--- src/rtl/spec_pkg.sv ---
// Shared definitions for the spectral peak finder: FSM states and default sizing.
package spec_pkg;

    localparam int DEF_N_FFT  = 1024;
    localparam int DEF_BIN_HZ = 1000;
    localparam int DEF_DATA_W = 16;

    typedef enum logic [2:0] {
        ST_IDLE  = 3'd0,
        ST_SCAN  = 3'd1,
        ST_FLUSH = 3'd2,
        ST_CALC  = 3'd3,
        ST_DONE  = 3'd4
    } state_t;

    function automatic logic is_busy(input state_t s);
        return (s == ST_SCAN) || (s == ST_FLUSH) || (s == ST_CALC);
    endfunction

endpackage

--- src/rtl/spec_peak_find_if.sv ---
// Magnitude stream carrying one FFT bin per valid beat.
interface spec_peak_find_if #(
    parameter int DATA_W = 16
) ();

    logic              s_valid;
    logic [DATA_W-1:0] s_data;
    logic              s_last;

    modport master (output s_valid, output s_data, output s_last);
    modport slave  (input  s_valid, input  s_data, input  s_last);

endinterface

--- src/rtl/peak_rank2.sv ---
// Keeps the two largest peak candidates; bins arrive in ascending order so a
// strict compare leaves the lower bin in place on equal magnitudes.
module peak_rank2 #(
    parameter int DATA_W = 16,
    parameter int IDX_W  = 10
) (
    input  logic              clk,
    input  logic              rst,
    input  logic              clr,
    input  logic              cand_vld,
    input  logic [IDX_W-1:0]  cand_bin,
    input  logic [DATA_W-1:0] cand_mag,
    output logic [IDX_W-1:0]  pk1_bin,
    output logic [DATA_W-1:0] pk1_mag,
    output logic [IDX_W-1:0]  pk2_bin,
    output logic [DATA_W-1:0] pk2_mag
);

    logic [IDX_W-1:0]  pk1_bin_q, pk1_bin_d, pk2_bin_q, pk2_bin_d;
    logic [DATA_W-1:0] pk1_mag_q, pk1_mag_d, pk2_mag_q, pk2_mag_d;

    // Insertion of a new candidate into the ordered top-2 list.
    always_comb begin
        pk1_bin_d = pk1_bin_q;
        pk1_mag_d = pk1_mag_q;
        pk2_bin_d = pk2_bin_q;
        pk2_mag_d = pk2_mag_q;
        if (clr) begin
            pk1_bin_d = '0;
            pk1_mag_d = '0;
            pk2_bin_d = '0;
            pk2_mag_d = '0;
        end else if (cand_vld) begin
            if (cand_mag > pk1_mag_q) begin
                pk2_bin_d = pk1_bin_q;
                pk2_mag_d = pk1_mag_q;
                pk1_bin_d = cand_bin;
                pk1_mag_d = cand_mag;
            end else if (cand_mag > pk2_mag_q) begin
                pk2_bin_d = cand_bin;
                pk2_mag_d = cand_mag;
            end else begin
                pk2_bin_d = pk2_bin_q;
            end
        end else begin
            pk1_bin_d = pk1_bin_q;
        end
    end

    // Ranking registers.
    always_ff @(posedge clk or posedge rst) begin
        if (rst) begin
            pk1_bin_q <= '0;
            pk1_mag_q <= '0;
            pk2_bin_q <= '0;
            pk2_mag_q <= '0;
        end else begin
            pk1_bin_q <= pk1_bin_d;
            pk1_mag_q <= pk1_mag_d;
            pk2_bin_q <= pk2_bin_d;
            pk2_mag_q <= pk2_mag_d;
        end
    end

    assign pk1_bin = pk1_bin_q;
    assign pk1_mag = pk1_mag_q;
    assign pk2_bin = pk2_bin_q;
    assign pk2_mag = pk2_mag_q;

endmodule

--- src/rtl/spec_peak_find.sv ---
// Scans one magnitude frame for local maxima above a threshold and reports the
// two strongest peaks as bin, magnitude and frequency.
module spec_peak_find
    import spec_pkg::*;
#(
    parameter int DATA_W = DEF_DATA_W,
    parameter int N_FFT  = DEF_N_FFT,
    localparam int IDX_W = $clog2(N_FFT),
    parameter int LO_BIN = 1,
    parameter int HI_BIN = N_FFT / 2 - 1,
    parameter int BIN_HZ = DEF_BIN_HZ,
    parameter int FREQ_W = 32,
    parameter int CNT_W  = 8
) (
    input  logic              clk,
    input  logic              rst,
    input  logic              start,
    input  logic              clear,
    input  logic [DATA_W-1:0] thresh,
    spec_peak_find_if.slave   s_if,
    output logic              busy,
    output logic              done,
    output logic              res_valid,
    output logic              frame_err,
    output logic [CNT_W-1:0]  pk_cnt,
    output logic [IDX_W-1:0]  pk1_bin,
    output logic [IDX_W-1:0]  pk2_bin,
    output logic [DATA_W-1:0] pk1_mag,
    output logic [DATA_W-1:0] pk2_mag,
    output logic [FREQ_W-1:0] pk1_freq,
    output logic [FREQ_W-1:0] pk2_freq
);

    localparam logic [IDX_W-1:0] LO_IDX   = IDX_W'(LO_BIN);
    localparam logic [IDX_W-1:0] HI_IDX   = IDX_W'(HI_BIN);
    localparam logic [IDX_W-1:0] LAST_IDX = IDX_W'(N_FFT - 1);
    localparam logic [IDX_W-1:0] ONE_IDX  = IDX_W'(1);
    localparam logic [CNT_W-1:0] CNT_MAX  = {CNT_W{1'b1}};
    localparam logic [CNT_W-1:0] CNT_ONE  = CNT_W'(1);
    localparam logic [FREQ_W-1:0] HZ_F    = FREQ_W'(BIN_HZ);

    state_t state_q, state_d;

    logic [IDX_W-1:0]  cnt_q, cnt_d, pend_bin_q, pend_bin_d;
    logic [DATA_W-1:0] pend_mag_q, pend_mag_d, prev_mag_q, prev_mag_d;
    logic              pend_vld_q, pend_vld_d;
    logic              frame_err_q, frame_err_d, res_valid_q, res_valid_d;
    logic              done_q, done_d, busy_q, busy_d;
    logic [CNT_W-1:0]  pk_cnt_q, pk_cnt_d;
    logic [FREQ_W-1:0] pk1_freq_q, pk1_freq_d, pk2_freq_q, pk2_freq_d;

    logic              frame_end_s, cur_in_rng_s, pend_eval_s, cand_vld_s, rank_clr_s;
    logic [DATA_W-1:0] cur_eff_s;
    logic [IDX_W-1:0]  rk1_bin_s, rk2_bin_s;
    logic [DATA_W-1:0] rk1_mag_s, rk2_mag_s;

    // Bins outside the search window act as zero-valued neighbours.
    assign frame_end_s  = s_if.s_last || (cnt_q == LAST_IDX);
    assign cur_in_rng_s = (cnt_q >= LO_IDX) && (cnt_q <= HI_IDX);
    assign cur_eff_s    = cur_in_rng_s ? s_if.s_data : '0;
    assign pend_eval_s  = pend_vld_q && (pend_bin_q >= LO_IDX) && (pend_bin_q <= HI_IDX)
                          && (pend_mag_q >= thresh) && (pend_mag_q > prev_mag_q);

    // State register.
    always_ff @(posedge clk or posedge rst) begin
        if (rst) begin
            state_q <= ST_IDLE;
        end else begin
            state_q <= state_d;
        end
    end

    // Next-state logic; clear outranks start, start restarts from any state.
    always_comb begin
        state_d = state_q;
        if (clear) begin
            state_d = ST_IDLE;
        end else if (start) begin
            state_d = ST_SCAN;
        end else begin
            case (state_q)
                ST_IDLE:  state_d = ST_IDLE;
                ST_SCAN:  state_d = (s_if.s_valid && frame_end_s) ? ST_FLUSH : ST_SCAN;
                ST_FLUSH: state_d = ST_CALC;
                ST_CALC:  state_d = ST_DONE;
                ST_DONE:  state_d = ST_IDLE;
                default:  state_d = ST_IDLE;
            endcase
        end
    end

    // Datapath and output next values per state.
    always_comb begin
        cnt_d       = cnt_q;
        pend_bin_d  = pend_bin_q;
        pend_mag_d  = pend_mag_q;
        prev_mag_d  = prev_mag_q;
        pend_vld_d  = pend_vld_q;
        frame_err_d = frame_err_q;
        res_valid_d = res_valid_q;
        pk_cnt_d    = pk_cnt_q;
        pk1_freq_d  = pk1_freq_q;
        pk2_freq_d  = pk2_freq_q;
        done_d      = 1'b0;
        busy_d      = is_busy(state_d);
        cand_vld_s  = 1'b0;
        rank_clr_s  = 1'b0;
        if (clear) begin
            res_valid_d = 1'b0;
        end else if (start) begin
            cnt_d       = '0;
            pend_bin_d  = '0;
            pend_mag_d  = '0;
            prev_mag_d  = '0;
            pend_vld_d  = 1'b0;
            frame_err_d = 1'b0;
            res_valid_d = 1'b0;
            pk_cnt_d    = '0;
            pk1_freq_d  = '0;
            pk2_freq_d  = '0;
            rank_clr_s  = 1'b1;
        end else begin
            case (state_q)
                ST_SCAN: begin
                    if (s_if.s_valid) begin
                        // The new beat is the right neighbour of the pending bin.
                        cand_vld_s = pend_eval_s && (pend_mag_q >= cur_eff_s);
                        cnt_d      = cnt_q + ONE_IDX;
                        prev_mag_d = pend_mag_q;
                        pend_mag_d = cur_eff_s;
                        pend_bin_d = cnt_q;
                        pend_vld_d = 1'b1;
                        if (frame_end_s) begin
                            frame_err_d = s_if.s_last != (cnt_q == LAST_IDX);
                        end else begin
                            frame_err_d = frame_err_q;
                        end
                    end else begin
                        cand_vld_s = 1'b0;
                    end
                end
                ST_FLUSH: cand_vld_s = pend_eval_s;
                ST_CALC: begin
                    pk1_freq_d  = FREQ_W'(rk1_bin_s) * HZ_F;
                    pk2_freq_d  = FREQ_W'(rk2_bin_s) * HZ_F;
                    res_valid_d = 1'b1;
                    done_d      = 1'b1;
                end
                default: cand_vld_s = 1'b0;
            endcase
        end
        if (cand_vld_s && (pk_cnt_q != CNT_MAX)) begin
            pk_cnt_d = pk_cnt_q + CNT_ONE;
        end else begin
            pk_cnt_d = pk_cnt_d;
        end
    end

    // Datapath and output registers.
    always_ff @(posedge clk or posedge rst) begin
        if (rst) begin
            cnt_q       <= '0;
            pend_bin_q  <= '0;
            pend_mag_q  <= '0;
            prev_mag_q  <= '0;
            pend_vld_q  <= 1'b0;
            frame_err_q <= 1'b0;
            res_valid_q <= 1'b0;
            pk_cnt_q    <= '0;
            pk1_freq_q  <= '0;
            pk2_freq_q  <= '0;
            done_q      <= 1'b0;
            busy_q      <= 1'b0;
        end else begin
            cnt_q       <= cnt_d;
            pend_bin_q  <= pend_bin_d;
            pend_mag_q  <= pend_mag_d;
            prev_mag_q  <= prev_mag_d;
            pend_vld_q  <= pend_vld_d;
            frame_err_q <= frame_err_d;
            res_valid_q <= res_valid_d;
            pk_cnt_q    <= pk_cnt_d;
            pk1_freq_q  <= pk1_freq_d;
            pk2_freq_q  <= pk2_freq_d;
            done_q      <= done_d;
            busy_q      <= busy_d;
        end
    end

    peak_rank2 #(
        .DATA_W (DATA_W),
        .IDX_W  (IDX_W)
    ) u_rank (
        .clk      (clk),
        .rst      (rst),
        .clr      (rank_clr_s),
        .cand_vld (cand_vld_s),
        .cand_bin (pend_bin_q),
        .cand_mag (pend_mag_q),
        .pk1_bin  (rk1_bin_s),
        .pk1_mag  (rk1_mag_s),
        .pk2_bin  (rk2_bin_s),
        .pk2_mag  (rk2_mag_s)
    );

    assign busy      = busy_q;
    assign done      = done_q;
    assign res_valid = res_valid_q;
    assign frame_err = frame_err_q;
    assign pk_cnt    = pk_cnt_q;
    assign pk1_bin   = rk1_bin_s;
    assign pk2_bin   = rk2_bin_s;
    assign pk1_mag   = rk1_mag_s;
    assign pk2_mag   = rk2_mag_s;
    assign pk1_freq  = pk1_freq_q;
    assign pk2_freq  = pk2_freq_q;

endmodule

--- src/flat_wrapper.sv ---
// flat-port wrapper written by rule: the top's interface ports become plain ports
module spec_peak_find_flat import spec_pkg::*;
#(
    parameter int DATA_W = DEF_DATA_W,
    parameter int N_FFT  = DEF_N_FFT,
    localparam int IDX_W = $clog2(N_FFT),
    parameter int LO_BIN = 1,
    parameter int HI_BIN = N_FFT / 2 - 1,
    parameter int BIN_HZ = DEF_BIN_HZ,
    parameter int FREQ_W = 32,
    parameter int CNT_W  = 8
)
  (clk, rst, start, clear, thresh, busy, done, res_valid, frame_err, pk_cnt, pk1_bin, pk2_bin, pk1_mag, pk2_mag, pk1_freq, pk2_freq, s_if_s_valid, s_if_s_data, s_if_s_last);
  spec_peak_find_if #(.DATA_W(DATA_W)) s_if_i ();
  input  logic clk;
  input  logic rst;
  input  logic start;
  input  logic clear;
  input  logic [DATA_W-1:0] thresh;
  output logic busy;
  output logic done;
  output logic res_valid;
  output logic frame_err;
  output logic [CNT_W-1:0] pk_cnt;
  output logic [IDX_W-1:0] pk1_bin;
  output logic [IDX_W-1:0] pk2_bin;
  output logic [DATA_W-1:0] pk1_mag;
  output logic [DATA_W-1:0] pk2_mag;
  output logic [FREQ_W-1:0] pk1_freq;
  output logic [FREQ_W-1:0] pk2_freq;
  input wire logic [$bits(s_if_i.s_valid)-1:0] s_if_s_valid;
  input wire logic [$bits(s_if_i.s_data)-1:0] s_if_s_data;
  input wire logic [$bits(s_if_i.s_last)-1:0] s_if_s_last;
  assign s_if_i.s_valid = s_if_s_valid;
  assign s_if_i.s_data = s_if_s_data;
  assign s_if_i.s_last = s_if_s_last;
  spec_peak_find #(.DATA_W(DATA_W), .N_FFT(N_FFT), .LO_BIN(LO_BIN), .HI_BIN(HI_BIN), .BIN_HZ(BIN_HZ), .FREQ_W(FREQ_W), .CNT_W(CNT_W)) u_core (.clk(clk), .rst(rst), .start(start), .clear(clear), .thresh(thresh), .s_if(s_if_i), .busy(busy), .done(done), .res_valid(res_valid), .frame_err(frame_err), .pk_cnt(pk_cnt), .pk1_bin(pk1_bin), .pk2_bin(pk2_bin), .pk1_mag(pk1_mag), .pk2_mag(pk2_mag), .pk1_freq(pk1_freq), .pk2_freq(pk2_freq));
endmodule
--- config.mk ---
export PLATFORM = sky130hd
export DESIGN_NAME = spec_peak_find_flat
export DESIGN_NICKNAME = d
export VERILOG_FILES = /design/src/rtl/spec_pkg.sv /design/src/rtl/spec_peak_find_if.sv /design/src/rtl/peak_rank2.sv /design/src/rtl/spec_peak_find.sv /design/src/flat_wrapper.sv
export SDC_FILE = /design/constraint.sdc
export NUM_CORES = 1
export LEC_CHECK = 0
export CAP_MARGIN = 20
export CORE_AREA = 2 2 112 196
export DETAILED_ROUTE_END_ITERATION = 12
export DIE_AREA = 0 0 114 198
export GPL_ROUTABILITY_DRIVEN = 0
export GPL_TIMING_DRIVEN = 0
export PLACE_DENSITY = 0.9
export SLEW_MARGIN = 20
export SYNTH_ARGS = -nofsm -noshare
export SYNTH_HDL_FRONTEND = slang
export SYNTH_SLANG_ARGS = --single-unit
--- constraint.sdc ---
create_clock -name clk -period 9.2 [get_ports clk]
set_input_delay 2.3 -clock clk [delete_from_list [all_inputs] [get_ports clk]]
set_output_delay 2.3 -clock clk [all_outputs]
set_load 0.005 [all_outputs]
==> qor.yml <==
grt:
  antenna_found_initial: 0
  grt_pass1_wl_um: 52000
  grt_max_degree: 93
  grt_usage: 0.295
  grt_pass1_vias: 10500
  gr-total-overflow: 0
floorplan:
  fp.dieW_um: 114
  start_util: 0.559
  rows: 71
  die_h_um: 198
  core_area_um2: 21100
  dieArea_um2: 22600
  ios: 166
timing:
  worst_pin_slew_ns: 1.05
  fin_tns_setup_ns: 0
  period_needed_ns: 5.36
  slew_headroom: 0.301
  slew_viol_final: 0
  whs_ns: 0.481
  skew_ns: 0.0128
  rsz0062_at_grt: "false"
  hold_viol: 0
  clock.fmax_mhz: 187
  setup_viol: 0
  fin_crit_sh: 0.583
synthesis:
  synth_ff_type: "dfrtp_1"
  synth_top_family_by_area: "adder cells"
  synth_compound_area_frac: 0.155
  netlist_instances: 1209
  yosys.area_share.simple: 0.126
  ys_types: 64
  yosys_warnings: 0
  async_reset_ff_frac: 1.00
  synthAdderAreaFrac: 0.276
  synthXorXnorAreaFrac: 0.0193
  synth_edf_count: 0
  syn-mean-instance-area_um2: 9.78
  synth_area_um2: 11800
  synthMuxAreaShare: 0.0237
  seq_area_frac_synth: 0.326
  ys_ff_latch: 154
finish:
  fin_nets: 1656
  nFillCells: 1525
  layout-drive-gt1-share: 0.0818
  antennaDiodeCount: 0
  multi_input_area_um2: 7210
  seq_area_um2: 3850
  area_growth_syn_to_layout_pct: 20.7
detailed_routing:
  wl_um: 32500
  drt-pass1-iter-count: 5
  num_vias: 9989
  drt-initial-drc-count: 694
  drc: 0
  wl_per_cell_um: 19.6
  drtAntennaViolNets: 0
  viasPerCell: 6.01
setup_path:
  path_max_fanout: 10
  startpoint: "s_if_s_data[0]"
  endpoint: "u_core.u_rank.pk1_bin[1]"
  arrival_ns: 5.65
  reg2reg_to: "u_core.pk1_freq[19]"
  r2r_cells: 12
  slowest_delay_ns: 0.97
  cp-end-kind: "flop"
  crit_chain: "clkdlybuf4s50_1, and2_1, ha_1, nor3b_1, o21bai_1, a21oi_1, o21ai_0, a2111oi_1, nor4_1, buf_2, buf_6, mux2i_1, nor2_1"
  rrSetupSlack_ns: 4.06
  slowest_stage: "a2111oi_1"
  cp_data_required_time_ns: 9.49
  worstSetupStartpointType: "primary input"
  critical_path.reg2reg.startpoint: "u_core.u_rank.pk1_bin[3]"
  path_class: "primary input to flop"
worst_hold_path:
  min-delay-path-class: "flop to flop"
  holdPathStages: 2
run_status:
  status: "finished clean"
clocking:
  cts_buffer_depth: 2
  cts_tree: "done"
  cts_buffers: 17
  path_clk_slew_ns: 0.07
  post_cts_resized: 0
  clockRootBuffer: "clkbuf_16"
  insertion_delay_ns: 0.45
  clkSinkCount: 154
  ctsHoldBuffers: 0
  cts.htree.levels: 4
  postCtsSetupBuffers: 0
power:
  leakage_uw: 0.00701
  powerDensity_nw_per_um2: 116
  ir_drop_mv: 0.143
placed_design:
  dpl.hpwl_um: 24100
  port_buffers: 135
job:
  cap_viol_max_count: 0
critical path, delay by kind of cell:
family	cells	cell delay (ns)
mux	1	0.18
buf+inv	3	0.89
compound gates	4	1.38
simple gates	4	0.63
fa+ha+maj	1	0.27
stage by stage:
step / cells / power, uW / cell area, um^2 / util / worst slack (ns)
CTS: 1661 / 1640 / 14300 / 0.675 / 3.87
global placement: 1628 / 872 / 13600 / 0.643 / 0.716
detailed placement: 1629 / 880 / 13600 / 0.645 / 3.40
floorplan: 1238 / 815 / 11900 / - / 2.75
global route: 1661 / 1690 / 14300 / 0.675 / 3.66
finish: 1661 / 1650 / 14300 / 0.675 / 3.84
state kept, by name, summed over array words and instances (netlist names):
| register | flops |
|---|---|
| u_core.busy | 1 |
| u_core.cnt_q | 10 |
| u_core.done | 1 |
| u_core.frame_err | 1 |
| u_core.pend_bin_q | 10 |
| u_core.pend_mag_q | 16 |
| u_core.pend_vld_q | 1 |
| u_core.pk1_freq | 17 |
| u_core.pk2_freq | 17 |
| u_core.pk_cnt | 8 |
| u_core.prev_mag_q | 16 |
| u_core.res_valid | 1 |
| u_core.state_q | 3 |
| u_core.u_rank.pk1_bin | 10 |
| u_core.u_rank.pk1_mag | 16 |
| u_core.u_rank.pk2_bin | 10 |
| u_core.u_rank.pk2_mag | 16 |
how the worst min path moves through the flow:
stage                         start                   end  slack [ns]
6_report        u_core.pk2_freq[15]   u_core.pk2_freq[15]        0.48
5_1_grt            u_core.res_valid      u_core.res_valid        0.51
4_1_cts         u_core.pk2_freq[15]   u_core.pk2_freq[15]        0.49
3_5_place_dp    u_core.pk2_freq[15]   u_core.pk2_freq[15]        0.47
3_3_place_gp     u_core.pk2_freq[7]    u_core.pk2_freq[7]        0.46
2_1_floorplan  u_core.prev_mag_q[0]  u_core.prev_mag_q[0]        0.46
metal layers:
metal  GRT usage  part of all wire  up-vias
met5           0                 0        -
met4       0.214             0.072        0
met3      0.0514             0.061      158
met2       0.529              0.52      518
met1       0.303              0.35     4813
li1            -                 -     4500
layout by cell type (no fill, tap or decap), types with 32 or more instances in the layout:
| master | n |
|---|---|
| nand2_1 | 119 |
| nor2_1 | 93 |
| ha_1 | 165 |
| fa_1 | 60 |
| a22o_1 | 37 |
| o21ai_0 | 93 |
| dfrtp_1 | 154 |
| buf_4 | 32 |
| clkdlybuf4s50_1 | 135 |
| a21oi_1 | 51 |
| inv_1 | 117 |
final cells by class:
cell class / count / share of cell area
multi-input combinational: 896 / 0.505
sequential: 154 / 0.270
timing repair buffer: 136 / 0.0966
inverter: 119 / 0.0318
clock buffer: 19 / 0.0310
buffer: 69 / 0.0295
tap: 255 / 0.0224
clock inverter: 13 / 0.0136
report_power, final:
part	switching (uW)	internal [uW]	total, uW	leakage, uW
Clock	315	464	779	0.000301
Combinational	117	68.0	185	0.00456
Sequential	7.54	680	688	0.00215
cell usage after synthesis (12+ instances only):
library cell  number  share of area
fa_1              60           0.10
dfrtp_1          154           0.33
buf_4             32          0.020
nand2_1          119          0.038
ha_1             165           0.17
nor2_1            93          0.030
nand3_1           20         0.0085
nand2b_1          12         0.0064
mux2i_1           28          0.024
o21ai_0           93          0.039
clkbuf_1          26         0.0083
a211oi_2          24          0.025
inv_1            118          0.037
a22o_1            37          0.027
xor2_1            16          0.012
a21oi_1           51          0.022
nor3_1            15         0.0064
cell families after synthesis:
group                      after synthesis
and+or+nand+nor                        323
DFF                                    154
AOI/OAI and AO/OA                      264
buffers and inverters                  188
adders and majority gates              225
xor gates and xnor gates                26
muxes                                   28
other                                    1
(Power assumes the default switching activity.)
